`config.mk`:
```
export PLATFORM = sky130hd
export DESIGN_NAME = fifo_uart_tx
export DESIGN_NICKNAME = d
export VERILOG_FILES = /design/src/rtl/fifo_uart_tx.sv
export SDC_FILE = /design/constraint.sdc
export NUM_CORES = 1
export LEC_CHECK = 0
export CAP_MARGIN = 20
export CORE_MARGIN = 2
export CORE_UTILIZATION = 45
export CTS_CLUSTER_SIZE = 16
export DETAILED_ROUTE_END_ITERATION = 6
export GPL_ROUTABILITY_DRIVEN = 0
export GPL_TIMING_DRIVEN = 0
export HOLD_SLACK_MARGIN = 0.03
export PLACE_DENSITY = 0.75
export SLEW_MARGIN = 20
export SYNTH_ARGS = -nofsm -noshare
export SYNTH_HDL_FRONTEND = slang
export SYNTH_SLANG_ARGS = --single-unit
```
`constraint.sdc`:
```
create_clock -name clk -period 2.7 [get_ports clk]
set_input_delay 0.27 -clock clk [delete_from_list [all_inputs] [get_ports clk]]
set_output_delay 0.27 -clock clk [all_outputs]
set_load 0.005 [all_outputs]
```
`src/rtl/fifo_uart_tx.sv`:
```
// UART transmitter that pulls words from an upstream synchronous FIFO and sends 8N1-style frames.
// Define FIFO_UART_TX_PARITY_EN to insert an even-parity bit between the data bits and the stop bit.
module fifo_uart_tx #(
    parameter int WIDTH        = 8,
    parameter int CLKS_PER_BIT = 4
) (
    input  logic             clk,
    input  logic             reset_n,
    input  logic [WIDTH-1:0] i_data,
    input  logic             i_empty,
    output logic             o_rreq,
    output logic             o_tx,
    output logic             o_busy,
    output logic             o_done
);

    localparam int CW = $clog2(CLKS_PER_BIT) + 1;
    localparam int IW = $clog2(WIDTH) + 1;
    localparam logic [CW-1:0] CNT_LAST = CW'(CLKS_PER_BIT - 1);
    localparam logic [IW-1:0] IDX_LAST = IW'(WIDTH - 1);

    typedef enum logic [2:0] {
        S_IDLE   = 3'd0,
        S_REQ    = 3'd1,
        S_WAIT   = 3'd2,
        S_START  = 3'd3,
        S_DATA   = 3'd4,
`ifdef FIFO_UART_TX_PARITY_EN
        S_PARITY = 3'd5,
`endif
        S_STOP   = 3'd6
    } state_e;

    state_e           state_q, state_d;
    logic [CW-1:0]    cnt_q, cnt_d;
    logic [IW-1:0]    idx_q, idx_d;
    logic [WIDTH-1:0] shift_q, shift_d;
    logic             tx_q, tx_d;
    logic             rreq_q, rreq_d;
    logic             bit_end;
`ifdef FIFO_UART_TX_PARITY_EN
    logic             par_q, par_d;
`endif

    assign bit_end = (cnt_q == CNT_LAST);

    always_ff @(posedge clk or negedge reset_n) begin
        if (!reset_n) begin
            state_q <= S_IDLE;
            cnt_q   <= '0;
            idx_q   <= '0;
            shift_q <= '0;
            tx_q    <= 1'b1;
            rreq_q  <= 1'b0;
`ifdef FIFO_UART_TX_PARITY_EN
            par_q   <= 1'b0;
`endif
        end else begin
            state_q <= state_d;
            cnt_q   <= cnt_d;
            idx_q   <= idx_d;
            shift_q <= shift_d;
            tx_q    <= tx_d;
            rreq_q  <= rreq_d;
`ifdef FIFO_UART_TX_PARITY_EN
            par_q   <= par_d;
`endif
        end
    end

    // Counters restart from 0 on every state change; untimed states hold them at 0.
    always_comb begin
        state_d = state_q;
        cnt_d   = cnt_q + 1'b1;
        idx_d   = idx_q;
        shift_d = shift_q;
`ifdef FIFO_UART_TX_PARITY_EN
        par_d   = par_q;
`endif
        case (state_q)
            S_IDLE: begin
                cnt_d = '0;
                if (!i_empty) state_d = S_REQ;
            end
            S_REQ: begin
                cnt_d   = '0;
                state_d = S_WAIT;
            end
            S_WAIT: begin
                cnt_d   = '0;
                shift_d = i_data;
`ifdef FIFO_UART_TX_PARITY_EN
                par_d   = ^i_data;
`endif
                state_d = S_START;
            end
            S_START: begin
                if (bit_end) begin
                    cnt_d   = '0;
                    idx_d   = '0;
                    state_d = S_DATA;
                end
            end
            S_DATA: begin
                if (bit_end) begin
                    cnt_d   = '0;
                    shift_d = shift_q >> 1;
                    if (idx_q == IDX_LAST) begin
                        idx_d   = '0;
`ifdef FIFO_UART_TX_PARITY_EN
                        state_d = S_PARITY;
`else
                        state_d = S_STOP;
`endif
                    end else begin
                        idx_d = idx_q + 1'b1;
                    end
                end
            end
`ifdef FIFO_UART_TX_PARITY_EN
            S_PARITY: begin
                if (bit_end) begin
                    cnt_d   = '0;
                    state_d = S_STOP;
                end
            end
`endif
            S_STOP: begin
                if (bit_end) begin
                    cnt_d   = '0;
                    state_d = S_IDLE;
                end
            end
            default: begin
                cnt_d   = '0;
                idx_d   = '0;
                state_d = S_IDLE;
            end
        endcase
    end

    // Outputs are decoded from the next state so the registered line tracks the state with no lag.
    always_comb begin
        rreq_d = (state_d == S_REQ);
        case (state_d)
            S_START:  tx_d = 1'b0;
            S_DATA:   tx_d = shift_d[0];
`ifdef FIFO_UART_TX_PARITY_EN
            S_PARITY: tx_d = par_d;
`endif
            default:  tx_d = 1'b1;
        endcase
    end

    assign o_tx   = tx_q;
    assign o_rreq = rreq_q;
    assign o_busy = (state_q != S_IDLE);
    assign o_done = (state_q == S_STOP) && bit_end;

endmodule

```
==> results.toml <==
[yosys]
synth_area_mm2 = 0.00105
synth_edf_count = 0
async_flop_share = 1.00
yosysTopAreaCell = "dfrtp_1"
yosysWarnings = 0
synthTopCellsByArea = "dfrtp_1 (45%), nand2_1 (6.1%), a22oi_1 (5.0%)"
synthCells = 103
synth_area_per_cell_um2 = 10.2
synth_top_flop_cell = "dfrtp_1"
ys_seq_elements = 20
syn_nets = 116
yosysSeqAreaShare = 0.480
ys_types = 36
synth_top_area_frac = 0.455

[timing]
hold_slack_ns = 0.447
tightest_slew_ns = 0.898
finalHoldViolCount = 0
post-route-period-util = 0.789
finalSetupViolCount = 0
fin_skew_ns = 0.00913
fin_ws_ns = 0.570
layout_min_cycle_time_ns = 2.13
drv_slew = 0
slew_headroom = 0.399
fmaxAchievable_ghz = 0.469
rsz0062_at_grt = "false"
setup-tns-final_ns = 0

[setup_path]
arrival_ns = 1.86
startpoint_type = "flip-flop"
crit_type = "flip-flop to primary output"
crit_fanout = 10
worst_setup_path_end_kind = "primary output"
crit_required_ns = 2.43

[clock_tree]
cts_hold_buf = 0
clock_sinks = 20
path_clk_slew_ns = 0.12
ctsResizeCount = 0
post_cts.repair.setup_buffers = 0
cts.path.max_buffers = 2
cts_root_buf = "clkbuf_4"
insertion_delay_ns = 0.31
numCtsBuffers = 3
tritoncts = "yes"
htree_num_levels = 1

[global_route]
antenna_found_initial = 0
grt_pass1_vias = 791
grt_max_degree = 21
grt_overflow = 0
grt_pass1_wl_um = 3580
grt_use_total = 0.179

[pwr]
vdd_ir_drop_max_mv = 0.498
p_leak_nw = 0.524
p_switching_mw = 0.413
powerDensity_mw_per_mm2 = 864
clock_power_share = 0.166
p_seq_frac = 0.427
p_sw_frac = 0.380
combPwrFrac = 0.407
intPower_mw = 0.674

[detailed_routing]
initialDrtViolationCount = 14
dr.pass1.iters = 4
num_vias = 861
wl_per_cell_um = 14.4
routed_via_density = 5.78
post-route-drc-count = 0
ant_nets = 0
routed_wirelength_um = 2150

[layout]
n_fill_cell = 201
nets = 135
postLayoutCellArea_mm2 = 0.00126
antenna_cells_inserted = 0
drive_gt1_frac = 0.140
syn_to_final_growth_pct = 20.2

[die]
die_w_um = 52.2
fp-row-count = 17
dieArea_mm2 = 0.00273
num_io_pins = 15
start_util = 0.473
design.core.area_mm2 = 0.00221
die_h_um = 52.2

[placed_design]
portBuffers = 14
dp_slack_ns = 0.933
hpwl_um = 1520
placed_cell_area_mm2 = 0.00122

[min_path]
hold_class = "input port to asynchronous set/reset pin"

[run]
maxCapViolations = 0

[outcome]
outcome = "completed"
==> layout by cell type, fill, tap and decap left out, types with 2 or more instances in the layout <==
| master | n |
|---|---|
| a21oi_1 | 7 |
| a22oi_1 | 7 |
| a32oi_1 | 2 |
| buf_2 | 2 |
| clkbuf_4 | 3 |
| clkdlybuf4s50_1 | 14 |
| dfrtp_1 | 19 |
| ha_1 | 2 |
| inv_1 | 3 |
| nand2_1 | 17 |
| nand2b_1 | 3 |
| nor2_1 | 5 |
| nor3b_1 | 2 |
| nor4_1 | 3 |
| o21ai_0 | 7 |
| o22ai_1 | 2 |
==> layout make-up <==
class | instances | area (um2) | share of cell area
multi-input combinational | 76 | 512 | 0.407
sequential | 20 | 502 | 0.399
timing repair buffer | 14 | 140 | 0.111
clock buffer | 4 | 36.3 | 0.0289
tap | 28 | 35.0 | 0.0279
buffer | 4 | 21.3 | 0.0169
inverter | 3 | 11.3 | 0.00896
==> power by group through the flow <==
stage | Combinational [mW] | Clock [mW] | Sequential (mW)
floorplan | 0.335 | 0 | 0.456
global placement | 0.428 | 0 | 0.466
detailed placement | 0.441 | 0 | 0.470
CTS | 0.446 | 0.185 | 0.465
global route | 0.504 | 0.194 | 0.480
finish | 0.443 | 0.180 | 0.464
==> critical path, cell delays in order (launching register included) <==
cell	delay [ns]
dfrtp_1	0.46
clkbuf_1	0.23
nor4_1	0.31
clkdlybuf4s50_1	0.54
==> sequential cells by signal (all words and copies together) (netlist names) <==
| signal | cells |
|---|---|
| idx_q | 4 |
| cnt_q | 3 |
| shift_q | 8 |
| state_q | 3 |
| o_rreq | 1 |
| o_tx | 1 |
==> cells by family after synthesis <==
family	share of synthesized area
mux	0.0108
compound gates	0.225
simple gates	0.230
buf+inv	0.0311
fa+ha+maj	0.0239
flops	0.480
==> per-stage QoR <==
| step | std cells | power, mW | utilization |
|---|---|---|---|
| 2_1_floorplan | 103 | 0.790 | - |
| 3_3_place_gp | 145 | 0.894 | 0.552 |
| 6_report | 149 | 1.09 | 0.568 |
| 4_1_cts | 149 | 1.10 | 0.568 |
| 3_5_place_dp | 145 | 0.912 | 0.552 |
| 5_1_grt | 149 | 1.18 | 0.568 |
==> layer usage <==
layer | GRT usage | vias to the layer above | part of all wire
met4 | 0.0812 | 0 | 0.019
met1 | 0.228 | 408 | 0.45
met5 | 0 | - | 0
met3 | 0.0286 | 5 | 0.049
li1 | - | 415 | -
met2 | 0.300 | 33 | 0.48
==> cell usage after synthesis, types with 2 or more instances <==
| master | n |
|---|---|
| nor3b_1 | 2 |
| a22oi_1 | 7 |
| o22ai_1 | 2 |
| buf_2 | 2 |
| nor4_1 | 3 |
| nand2b_1 | 3 |
| o21ai_0 | 7 |
| a21oi_1 | 7 |
| inv_1 | 3 |
| a32oi_1 | 2 |
| ha_1 | 2 |
| dfrtp_1 | 19 |
| nor2_1 | 5 |
| nand2_1 | 17 |
==> final timing paths <==
check / from / to / slack, ns / depth (start not counted)
max: state_q[0] / o_done / 0.57 / 3
min: reset_n / state_q[2] / 0.45 / 1
max reg2reg: idx_q[0] / o_tx / 1.09 / 5
min reg2reg: cnt_q[0] / cnt_q[0] / 0.48 / 1
max in group asynchronous: reset_n / idx_q[1] / 1.69 / 1
min in group clk: cnt_q[0] / cnt_q[0] / 0.48 / 1
Power figures use the tool's default switching activity.
